File: src/rtl/oven_pkg.sv
// Shared state type, cook-time constants and selection decoding for the oven countdown timer.
package oven_pkg;

    typedef enum logic [1:0] {
        IDLE,
        RUN,
        PAUSE,
        DONE
    } timer_state_t;

    localparam int REM_W = 8;

    localparam logic [REM_W-1:0] T30  = 8'd30;
    localparam logic [REM_W-1:0] T60  = 8'd60;
    localparam logic [REM_W-1:0] T120 = 8'd120;

    // Zero means the selection is not exactly one-hot, which no valid cook time uses.
    function automatic logic [REM_W-1:0] sel_time(input logic sel_30,
                                                  input logic sel_60,
                                                  input logic sel_120);
        logic [REM_W-1:0] t;
        case ({sel_120, sel_60, sel_30})
            3'b001:  t = T30;
            3'b010:  t = T60;
            3'b100:  t = T120;
            default: t = '0;
        endcase
        return t;
    endfunction

endpackage

File: src/rtl/oven_prescaler.sv
// Divides clk down to one tick per countdown second; holds its count while en is low.
module oven_prescaler #(
    parameter int unsigned TICKS_PER_SEC = 1
) (
    input  logic clk,
    input  logic reset,
    input  logic en,
    input  logic clr,
    output logic tick
);

    localparam int unsigned CNT_W = (TICKS_PER_SEC > 1) ? $clog2(TICKS_PER_SEC) : 1;
    localparam logic [CNT_W-1:0] LAST = CNT_W'(TICKS_PER_SEC - 1);

    logic [CNT_W-1:0] cnt_q, cnt_d;

    assign tick = en && (cnt_q == LAST);

    // NOTE: every path assigns cnt_d a default first, so no latch is inferred.
    always_comb begin
        cnt_d = cnt_q;
        if (clr || tick) begin
            cnt_d = '0;
        end else if (en) begin
            cnt_d = cnt_q + CNT_W'(1);
        end
    end

    // NOTE: state registers use non-blocking assignments so all flops update together.
    always_ff @(posedge clk or negedge reset) begin
        if (!reset) begin
            cnt_q <= '0;
        end else begin
            cnt_q <= cnt_d;
        end
    end

endmodule

File: src/rtl/oven_timer.sv
// Oven cook-time countdown: loads 30/60/120 s, counts down with pause/resume, pulses timeout.
module oven_timer
    import oven_pkg::*;
#(
    parameter int unsigned TICKS_PER_SEC = 1
) (
    input  logic             clk,
    input  logic             reset,
    input  logic             start_count,
    input  logic             stop_count,
    input  logic             abort,
    input  logic             s30,
    input  logic             s60,
    input  logic             s120,
    input  logic             time_set,
    output logic             timeout,
    output logic [REM_W-1:0] remaining,
    output logic             running,
    output logic             paused,
    output logic             sel_err
);

    timer_state_t     state_q, state_d;
    logic [REM_W-1:0] rem_q, rem_d;
    logic             sel_err_q, sel_err_d;
    logic [REM_W-1:0] load_time;
    logic             load_req;
    logic             tick;
    logic             ps_en;
    logic             ps_clr;

    assign load_time = sel_time(s30, s60, s120);
    assign load_req  = start_count && !stop_count;

    // A stop in RUN freezes the prescaler on that very edge, so a coincident tick is lost.
    assign ps_en  = (state_q == RUN) && !stop_count && !abort;
    assign ps_clr = abort || (state_q == IDLE) || (state_q == DONE);

    oven_prescaler #(
        .TICKS_PER_SEC(TICKS_PER_SEC)
    ) u_prescaler (
        .clk  (clk),
        .reset(reset),
        .en   (ps_en),
        .clr  (ps_clr),
        .tick (tick)
    );

    always_comb begin
        state_d   = state_q;
        rem_d     = rem_q;
        sel_err_d = 1'b0;
        if (abort) begin
            state_d = IDLE;
            rem_d   = '0;
        end else begin
            case (state_q)
                IDLE: begin
                    if (load_req) begin
                        if (time_set && (load_time != '0)) begin
                            rem_d   = load_time;
                            state_d = RUN;
                        end else begin
                            sel_err_d = 1'b1;
                        end
                    end
                end
                RUN: begin
                    if (stop_count) begin
                        state_d = PAUSE;
                    end else if (tick) begin
                        if (rem_q <= REM_W'(1)) begin
                            rem_d   = '0;
                            state_d = DONE;
                        end else begin
                            rem_d = rem_q - REM_W'(1);
                        end
                    end
                end
                PAUSE: begin
                    if (load_req) begin
                        state_d = RUN;
                    end
                end
                DONE:    state_d = IDLE;
                default: state_d = IDLE;
            endcase
        end
    end

    always_ff @(posedge clk or negedge reset) begin
        if (!reset) begin
            state_q   <= IDLE;
            rem_q     <= '0;
            sel_err_q <= 1'b0;
        end else begin
            state_q   <= state_d;
            rem_q     <= rem_d;
            sel_err_q <= sel_err_d;
        end
    end

    assign timeout   = (state_q == DONE);
    assign running   = (state_q == RUN);
    assign paused    = (state_q == PAUSE);
    assign remaining = rem_q;
    assign sel_err   = sel_err_q;

endmodule

File: config.mk
export PLATFORM = sky130hd
export DESIGN_NAME = oven_timer
export DESIGN_NICKNAME = d
export VERILOG_FILES = /design/src/rtl/oven_pkg.sv /design/src/rtl/oven_prescaler.sv /design/src/rtl/oven_timer.sv
export SDC_FILE = /design/constraint.sdc
export NUM_CORES = 1
export LEC_CHECK = 0
export BUFFER_PORTS_ARGS = -buffer_cell sky130_fd_sc_hd__buf_2
export CORE_MARGIN = 1
export CORE_UTILIZATION = 35
export DETAILED_ROUTE_END_ITERATION = 8
export GPL_ROUTABILITY_DRIVEN = 0
export PLACE_DENSITY = 0.63
export SLEW_MARGIN = 40
export SYNTH_ARGS = -nofsm -noshare
export SYNTH_HDL_FRONTEND = slang
export SYNTH_HIERARCHICAL = 1
export SYNTH_SLANG_ARGS = --single-unit
File: constraint.sdc
create_clock -name clk -period 2.8 [get_ports clk]
set_clock_uncertainty 0.15 [all_clocks]
set_input_delay 0.42 -clock clk [delete_from_list [all_inputs] [get_ports clk]]
set_output_delay 0.42 -clock clk [all_outputs]
set_load 0.1 [all_outputs]
**Word level (Yosys, flattened, before mapping)**

Index checks and enable logic that the tools add are counted.

- Output and inout bits: 12
- Input bits: 9
- Logic and storage cells: 59
- Bits in registers: 12

- Reductions and logical operators: 16
- Equality and inequality tests: 13
- Mux-type cells: 22
- Bitwise logic cells: 1
- Add/subtract/negate cells: 2
- Order comparisons: 1

Operator list:

| cell | count |
|---|---|
| $mux 8 | 6 |
| $pmux 7 s3 | 1 |
| $pmux 8 s2 | 1 |
| $mux 2 | 7 |
| $reduce_and 5->1 | 2 |
| $ne 3x2->1 const B | 3 |
| $le 8x1->1 const B | 1 |
| $ne 4x3->1 const B | 2 |
| $pmux 2 s4 | 1 |
| $reduce_bool 8->1 | 1 |
| $sub 8x1->8 const B | 1 |
| $mux 1 | 6 |
| $ne 3x3->1 const B | 2 |
| $logic_and 1x1->1 | 5 |
| $eq 2x2->1 const B | 2 |
| $eq 3x1->1 const B | 1 |
| $eq 3x2->1 const B | 1 |
| $eq 3x3->1 const B | 1 |
| $logic_or 1x1->1 | 3 |
| $reduce_bool 3->1 | 1 |
| $eq 2x1->1 const B | 1 |
| $logic_not 1->1 | 2 |
| $logic_not 2->1 | 1 |
| $reduce_bool 2->1 | 1 |
| 2 further kinds | 2 |

**Longest topological paths before layout**

Gate-level depths: netlist of run 1.

- Depth after elaboration: 8
- Depth in mapped cells: 9

**By module**

The synthesis of run 1 kept the hierarchy.

Modules (own cells, without submodules):

| module | area each (um2) | cells each | times used |
|---|---|---|---|
| oven_timer | 855.8 | 99 | 1 |
| oven_prescaler | 46.3 | 3 | 1 |

**Worst setup path before layout of run 1**

No wires, ideal clock.

- Kind: register -> register
- Start: register rem_q[0], in the netlist remaining[0]
- End: register rem_q[1], in the netlist remaining[1]
- Library setup time: 78 ps
- Arrival: 2359 ps
- Stages on the path, launching flop included: 8
- Path slack: 212 ps
- Path through: dfrtp_1 > inv_1 > ha_1 > nor2_1 > or4_4 > a21oi_1 > or4_1 > o21ai_1

- Word-level cells in the longest chain between the ends: 6
- Elaborated cells between the ends (all ways): 7

RTL lines:

| item | line | source |
|---|---|---|
| from (decl) | oven_timer.sv:24 | `logic [REM_W-1:0] rem_q, rem_d;` |
| from (signal assigned) | oven_timer.sv:98 | `rem_q <= rem_d;` |
| $sub 8x1->8 / $le 8x1->1 (equally long branches) | oven_timer.sv:76, oven_timer.sv:72 |  |
| $mux 8 * | oven_timer.sv:72 | `if (rem_q <= REM_W'(1)) begin` |
| $mux 8 * | oven_timer.sv:71 | `end else if (tick) begin` |
| $mux 8 * | oven_timer.sv:69 | `if (stop_count) begin` |
| $pmux 8 s2 * | oven_timer.sv:57 | `case (state_q)` |
| $mux 8 * | oven_timer.sv:53 | `if (abort) begin` |

Every way passes the cells marked *; elsewhere a longest branch is shown, timed or not. The select of a mux whose other input is x is not followed.
A chain may end at the register's enable or synchronous reset.

**Worst setup path after layout of run 1**

- Start: register state_q[1]
- End: register rem_q[1], in the netlist remaining[1]

- Word-level cells in the longest chain between the ends: 6
- Elaborated cells between the ends (all ways): 13

RTL lines:

| item | line | source |
|---|---|---|
| from (decl) | oven_timer.sv:23 | `timer_state_t state_q, state_d;` |
| from (signal assigned) | oven_timer.sv:97 | `state_q <= state_d;` |
| $eq 2x1->1 | oven_timer.sv:36 | `assign ps_en = (state_q == RUN) && !stop_count && !abort;` |
| $logic_and 1x1->1 (2 in series) | oven_timer.sv:36 |  |
| net ps_en | oven_timer.sv:29 | `logic ps_en;` |
| $logic_and 1x1->1 | oven_prescaler.sv:17 | `assign tick = en && (cnt_q == LAST);` |
| net tick | oven_timer.sv:28 | `logic tick;` |
| $ne 3x2->1 (no line) | - |  |
| $reduce_and 5->1 (no line) | - |  |

The timed path passes the listed nets, and every way through them passes these cells.

==> flow_metrics.tcl, run 1 <==
set metrics [dict create \
    rows 18 \
    synth_top_cell_area_share_pct 33.29 \
    avgSynthCellArea_um2 8.844 \
    cts_tree "built" \
    clockBufferDepth 2 \
    post_cts_buffers 0 \
    synth.top_cells.by_count "dfrtp_1 (12), nor2_1 (9), nor3_1 (7), nor4_1 (7)" \
    ios 21 \
    fin_setup_tns_ps 0 \
    drv_cap 0 \
    syn-num-nets 113 \
    port_buffers 20 \
    comb_power_share_pct 36.6 \
    clkPwrFrac_pct 26.4 \
    hold_viol 0 \
    grt_pass1_wl_um 3746 \
    max_freq_mhz 414.3 \
    cp_data_required_time_ps 2840 \
    dieArea_mm2 0.002785 \
    dp_slack_ps 453.5 \
    relSlewSlack_pct 56.59 \
    drt-initial-drc-count 26 \
    cts_made_buffers 3 \
    wl_per_cell_um 14.06 \
    cts_sinks 12 \
    cts_resized 0 \
    hold_path_class "in2reg" \
    cp-end-kind "register" \
    die_h_um 52.77 \
    power_frac_seq_pct 37.0 \
    clk_pin_slew_ps 70 \
    overflow 0 \
    arrival_ps 2460 \
    yosys-top-cells-area "dfrtp_1 (33%), nor4_1 (4.9%), nor3_1 (3.9%)" \
    grt_max_degree 14 \
    firstDrtPassIters 4 \
    p_int_w 0.0003165 \
    power.switching_w 0.0002118 \
    n_antenna_cell 0 \
    yosysTopAreaCell "dfrtp_1" \
    finalInstanceArea_mm2 0.001076 \
    core_mm2 0.002455 \
    leakagePower_nw 0.5032 \
    clk_latency_ps 280 \
    yosysSeqAreaShare_pct 33.29 \
    ys_async_sr_fraction_pct 100.0 \
    syn_area_um2 902.1 \
    cts-htree-levels 1 \
    slowest_delay_ps 540 \
    area_growth_pct 19.28 \
    yosysWarnings 6 \
    ys_types 42 \
    grt_util_all_layers_pct 18.53 \
    rsz0062_at_grt "false" \
    worst-path-max-fanout 10 \
    via_count 919 \
    die_w_um 52.77 \
    path_class "reg2reg" \
    ys_seq_elements 12 \
    drv_slew 0 \
    slowest_stage "or4_1" \
    vdd_drop_max_mv 0.2504 \
    critPathLaunchType "register" \
    dpl.hpwl_um 1632 \
    status "complete, no violations" \
    p_per_area_mw_per_mm2 490.9 \
    setup_ws_ps 386.2 \
    placed_area_mm2 0.001030 \
    nets 137 \
    synth_edf_count 0 \
    vias_per_cell 5.929 \
    initial_core_util_pct 36.75 \
    drc_errors 0 \
    drive_gt1_share_pct 25.60 \
    worstMarginPinSlew_ps 649.7 \
    setup_viol 0 \
    synth.most_common_cell "dfrtp_1" \
    cts_root_buf "clkbuf_4" \
    crit_chain "nand2b_1 > nor3_1 > and2b_2 > nand2b_1 > a21oi_1 > nor2_1 > or4_1 > o21ai_1" \
    synthFlopType "dfrtp_1" \
    layout.filler_cells 256 \
    cts_hold_buf 1 \
    grt_antenna_before_repair 0 \
    layout_min_cycle_time_ps 2414 \
    syn-instance-count 102 \
    antenna_left 0 \
    fin_crit_sh_pct 86.21 \
    switching_share_pct 40.09 \
    wirelength_um 2180 \
    grt_pass1_vias 856 \
    cpMostUsedCell "nand2b_1" \
]
[critical path: cells and delay by family, from the launching register on]
kind	cells	cell delay, ps
AND/OR/NAND/NOR	6	1510
flip-flops	1	430
AO/OA/AOI/OAI	2	240
[cells in the final DEF, fill, tap and decap left out, drive strengths merged, types with 2 or more instances in the layout]
cell type,n
or4,3
nor4b,2
nand2b,4
nor2,9
a31oi,3
o22a,2
xnor2,2
ha,2
or3,2
a41oi,2
nor3b,2
o31ai,4
dfrtp,12
a21o,2
nor4,7
clkbuf,4
buf,21
a21oi,6
o21ai,7
nor3,7
inv,6
[layer usage]
metal	share of wire (%)	GRT usage [%]	vias to the layer above
li1	-	-	445
met1	44	23.59	422
met2	48	29.96	46
met3	6.4	3.768	6
met4	1.4	7.895	0
met5	0	0	-
[final timing paths]
path / start / end / slack (ps) / cells past startpoint
worst min-delay path: stop_count / state_q[0]$_DFFE_PN0P_ / 230 / 2
max in group asynchronous: reset / state_q[0]$_DFFE_PN0P_ / 1880 / 2
worst max-delay path: state_q[1]$_DFFE_PN0P_ / remaining[1]$_DFFE_PN0P_ / 390 / 8
min in group asynchronous: reset / remaining[3]$_DFFE_PN0P_ / 390 / 2
worst max register to register: state_q[1]$_DFFE_PN0P_ / remaining[1]$_DFFE_PN0P_ / 390 / 8
worst min register to register: u_prescaler/cnt_q$_DFFE_PN0P_ / u_prescaler/cnt_q$_DFFE_PN0P_ / 380 / 1
[cells by family after synthesis]
family	Yosys count	synth area share, %
xor+xnor	3	2.913
compound gates	32	26.35
fa+ha+maj	2	2.773
flops	12	33.29
simple gates	44	30.24
buf+inv	9	4.438
[power groups by stage]
| stage | sequential [W] | combinational (W) | clock, W |
|---|---|---|---|
| 4_1_cts | 0.000195 | 0.000192 | 0.000144 |
| 5_1_grt | 0.000197 | 0.000205 | 0.000152 |
| 3_5_place_dp | 0.000198 | 0.000191 | 0 |
| 6_report | 0.000195 | 0.000193 | 0.000140 |
| 2_1_floorplan | 0.000259 | 0.0000899 | 0 |
| 3_3_place_gp | 0.000198 | 0.000192 | 0 |
[flip-flops by register name (all words and copies together) (netlist names)]
register           flops
state_q                2
remaining              8
sel_err                1
u_prescaler/cnt_q      1
[cell type report]
type	count	area [µm²]	share of cell area, %
sequential	12	300.3	27.91
timing repair buffer	22	117.6	10.93
clock buffer	4	36.28	3.372
tap	30	37.54	3.488
multi-input combinational	81	561.8	52.21
inverter	6	22.52	2.093
[stage by stage]
step | utilization, % | cells | hold WS, ps | total power, W
6_report | 43.83 | 155 | 234.3 | 0.0005283
5_1_grt | 43.83 | 155 | 255.2 | 0.0005548
4_1_cts | 43.83 | 155 | 225.5 | 0.0005311
3_5_place_dp | 41.95 | 150 | 169.4 | 0.0003894
3_3_place_gp | 41.95 | 150 | 165.6 | 0.0003904
2_1_floorplan | - | 102 | -25.59 | 0.0003485
Note: power is estimated with default switching activity, not from simulation.
==> run 2: changes to the inputs <==
CORE_UTILIZATION = 52   (was 35)
PLACE_DENSITY = 0.85   (was 0.63)
==> flow_metrics.tcl, run 2 (same netlist as run 1, synthesis figures left out) <==
set metrics [dict create \
    status "complete, no violations" \
    initial_core_util_pct 57.87 \
    cts_tree "built" \
    relSlewSlack_pct 57.85 \
    grt_pass1_wl_um 3567 \
    via_count 934 \
    die_h_um 43.65 \
    grt_pass1_vias 758 \
    drv_cap 0 \
    core_mm2 0.001559 \
    cts_sinks 12 \
    cts_made_buffers 3 \
    p_per_area_mw_per_mm2 505.4 \
    finalPower_w 0.0005349 \
    worst-path-max-fanout 10 \
    dieArea_mm2 0.001905 \
    hold_path_class "in2reg" \
    critPathLaunchType "register" \
    arrival_ps 2420 \
    drive_gt1_share_pct 25.60 \
    overflow 0 \
    largest_register_ffs 8 \
    cp-end-kind "register" \
    die_w_um 43.65 \
    final_cell_mix "buf_2 (20), dfrtp_1 (12), nor2_1 (9)" \
    vdd_drop_max_mv 0.4094 \
    post_cts_buffers 0 \
    nets 137 \
    grt_antenna_before_repair 0 \
    wirelength_um 2210 \
    cts-htree-levels 1 \
    fin_setup_tns_ps 0 \
    vias_per_cell 6.624 \
    setup_viol 0 \
    port_buffers 20 \
    ios 21 \
    wl_per_cell_um 15.67 \
    grt_util_all_layers_pct 25.35 \
    layout_commonest_cell "buf_2" \
    hold_viol 0 \
    antenna_left 0 \
    rsz0062_at_grt "false" \
    grt_max_degree 14 \
    area_growth_pct 17.34 \
    drc_errors 0 \
    clockBufferDepth 2 \
    clk_pin_slew_ps 80 \
    path_class "reg2reg" \
    n_antenna_cell 0 \
    dpl.hpwl_um 1629 \
    cp_data_required_time_ps 2840 \
    leakagePower_nw 0.5032 \
    cts_resized 0 \
    cts_root_buf "clkbuf_4" \
    fin_crit_sh_pct 85.17 \
    layout_min_cycle_time_ps 2385 \
    r2r_slack_ps 420 \
    firstDrtPassIters 4 \
    rows 14 \
    clk_latency_ps 280 \
    worstMarginPinSlew_ps 628.5 \
    max_freq_mhz 419.3 \
    drv_slew 0 \
    drt-initial-drc-count 84 \
]
## run 2: worst paths after layout
kind                                          startpoint  cells past startpoint                            end
max                               state_q[1]$_DFFE_PN0P_                      8       remaining[2]$_DFFE_PN0P_
min in group asynchronous                          reset                      2         state_q[1]$_DFFE_PN0P_
max reg2reg                       state_q[1]$_DFFE_PN0P_                      8       remaining[2]$_DFFE_PN0P_
max in group asynchronous                          reset                      2       remaining[4]$_DFFE_PN0P_
min                                           stop_count                      2         state_q[0]$_DFFE_PN0P_
min reg2reg                u_prescaler/cnt_q$_DFFE_PN0P_                      1  u_prescaler/cnt_q$_DFFE_PN0P_
## run 2: metrics by stage
step	cell area (µm²)	utilization [%]	hold slack [ps]	std cells	setup WS, ps
floorplan	902.1	-	-25.59	102	212.4
global placement	1012	64.93	165.2	136	540.8
detailed placement	1012	64.93	167.0	136	490.7
CTS	1059	67.90	209.4	141	438.2
global route	1059	67.90	223.3	141	215.4
finish	1059	67.90	219.5	141	415.2
## run 2: power breakdown
part	total (W)	switching [W]	internal, W	leakage (nW)
Combinational	0.000197	0.000142	0.0000554	0.318
Sequential	0.000196	0.0000136	0.000182	0.164
Clock	0.000142	0.0000626	0.0000792	0.0210
## run 2: final cells by class
cell class,count,area (µm²)
timing repair buffer,22,117.6
sequential,12,300.3
inverter,6,22.52
fill,127,500.5
clock buffer,4,36.28
tap,16,20.02
multi-input combinational,81,561.8
## run 2: critical path: stages, from the launching register on
cell	delay, ps
dfrtp_1	450
nand2b_1	310
nor3_1	240
and2b_2	210
nand2b_1	60
a21oi_1	140
nor2_1	140
or2_1	320
o32ai_1	270
## run 2: timing repair
| action | in CTS | in global routing |
|---|---|---|
| setup endpoints to repair | 0 | 0 |
| hold endpoints to repair | 12 | 0 |
| hold buffers | 1 | 0 |
## run 2: per-layer routing
metal	share of wire [%]	global-route usage (%)	wire [µm]
met1	46	37.70	1018
met2	44	37.01	977
met3	7.5	2.500	165
met4	2.2	11.25	48
met5	0	0	0
==> run 3: changes to the inputs <==
CORE_UTILIZATION = 50   (was 52)
PLACE_DENSITY = 0.82   (was 0.85)
SLEW_MARGIN = 15   (was 40)
==> flow_metrics.tcl, run 3 (same netlist as run 1, synthesis figures left out) <==
set metrics [dict create \
    critPathCapture "remaining[1]$_DFFE_PN0P_" \
    min-delay-start "stop_count" \
    drv_slew 0 \
    firstDrtPassIters 4 \
    ios 21 \
    dp.cells 144 \
    nets 137 \
    layout.filler_cells 137 \
    cpMostUsedCell "nand2b_1" \
    clk_latency_ps 280 \
    clk_pin_slew_ps 80 \
    slowest_stage "or4_1" \
    fin_crit_sh_pct 86.04 \
    die_w_um 44.48 \
    n_antenna_cell 0 \
    dpl.hpwl_um 1627 \
    max_freq_mhz 415.1 \
    path_class "reg2reg" \
    wirelength_um 2179 \
    r2r_end "remaining[1]$_DFFE_PN0P_" \
    worstMarginPinSlew_ps 634.1 \
    port_buffers 20 \
    overflow 0 \
    slowest_delay_ps 540 \
    post-route-util_pct 67.03 \
    drc_errors 0 \
    rows 14 \
    arrival_ps 2470 \
    rsz0062_at_grt "false" \
    grt_antenna_before_repair 0 \
    layout_commonest_cell "buf_2" \
    drt-initial-drc-count 50 \
    setup_viol 0 \
    r2r_slack_ps 390 \
    cts_sinks 12 \
    initial_core_util_pct 56.59 \
    grt_util_all_layers_pct 24.89 \
    antenna_left 0 \
    clockBufferDepth 2 \
    vdd_drop_max_mv 0.4854 \
    cp_data_required_time_ps 2860 \
    p_per_area_mw_per_mm2 497.7 \
    vias_per_cell 6.255 \
    drive_gt1_share_pct 25.60 \
    final_cell_mix "buf_2 (20), dfrtp_1 (12), nor2_1 (9)" \
    reg2reg_from "state_q[1]$_DFFE_PN0P_" \
    core_mm2 0.001594 \
    largest_register_ffs 8 \
    grt_pass1_wl_um 3553 \
    dieArea_mm2 0.001978 \
    wl_per_cell_um 14.62 \
    status "complete, no violations" \
    instances_no_fill 149 \
    cp-end-kind "register" \
    critPathLaunchType "register" \
    grt_max_degree 14 \
    r2r.worst_path.cells 8 \
    drv_cap 0 \
    area_growth_pct 18.45 \
    relSlewSlack_pct 57.64 \
    hold_depth 2 \
    cts_root_buf "clkbuf_4" \
    finalPower_w 0.0005318 \
    hold_path_class "in2reg" \
    leakagePower_nw 0.5032 \
    cts_tree "built" \
    crit_chain "nand2b_1 > nor3_1 > and2b_2 > nand2b_1 > a21oi_1 > nor2_1 > or4_1 > o21ai_1" \
    startpoint "state_q[1]$_DFFE_PN0P_" \
    fin_setup_tns_ps 0 \
    die_h_um 44.48 \
    grt_pass1_vias 791 \
    hold_viol 0 \
    via_count 932 \
    cts-htree-levels 1 \
    worst-path-max-fanout 10 \
    cts_made_buffers 3 \
    layout_min_cycle_time_ps 2409 \
]
==> run 3: cell counts in the layout (fill, tap and decap cells not counted) <==
Identical to the previous run, type by type.
==> run 3: repair_timing <==
item / in CTS / in global routing
hold buffers: 1 / 0
endpoints found under the hold margin: 12 / 0
setup endpoints to repair: 0 / 0
buffers inserted: 0 / 0
resized for setup: 0 / 0
==> run 3: area by class of cell <==
type | count | area (µm²) | share of cell area [%]
Clock buffer | 4 | 36.28 | 3.396
Timing Repair Buffer | 22 | 117.6 | 11.01
Sequential cell | 12 | 300.3 | 28.10
Tap cell | 24 | 30.03 | 2.810
Inverter | 6 | 22.52 | 2.108
Multi-Input combinational cell | 81 | 561.8 | 52.58
==> run 3: worst max-delay path: cells and delay by family, from the launching register on <==
family | cells | cell delay [ps]
AO/OA/AOI/OAI | 2 | 230
flip-flops | 1 | 440
AND/OR/NAND/NOR | 6 | 1500
==> run 3: worst min-delay path by stage <==
stage / end
after floorplan: remaining[0]$_DFFE_PN0P_
after global placement: remaining[5]$_DFFE_PN0P_
after detailed placement: remaining[5]$_DFFE_PN0P_
after CTS: state_q[0]$_DFFE_PN0P_
after global routing: sel_err$_DFF_PN0_
final: state_q[0]$_DFFE_PN0P_
==> run 3: per-layer routing <==
metal | share of wire (%) | GRT usage, %
met1 | 44 | 34.18
met2 | 47 | 35.29
met3 | 7.1 | 6.122
met4 | 2.2 | 14.55
met5 | 0 | 0
==> run 3: where the power goes <==
group	leakage [nW]	switching (W)	internal (W)
Combinational	0.318	0.000140	0.0000555
Clock	0.0210	0.0000622	0.0000793
Sequential	0.164	0.0000131	0.000182
==> run 3: through the flow <==
stage          instance area, µm²  setup slack, ps  hold WS (ps)
6_report                     1069            390.8         219.9
5_1_grt                      1069            230.1         233.6
4_1_cts                      1069            434.1         210.8
3_5_place_dp                 1022            462.9         168.0
3_3_place_gp                 1022            536.6         161.5
2_1_floorplan               902.1            212.4        -25.59
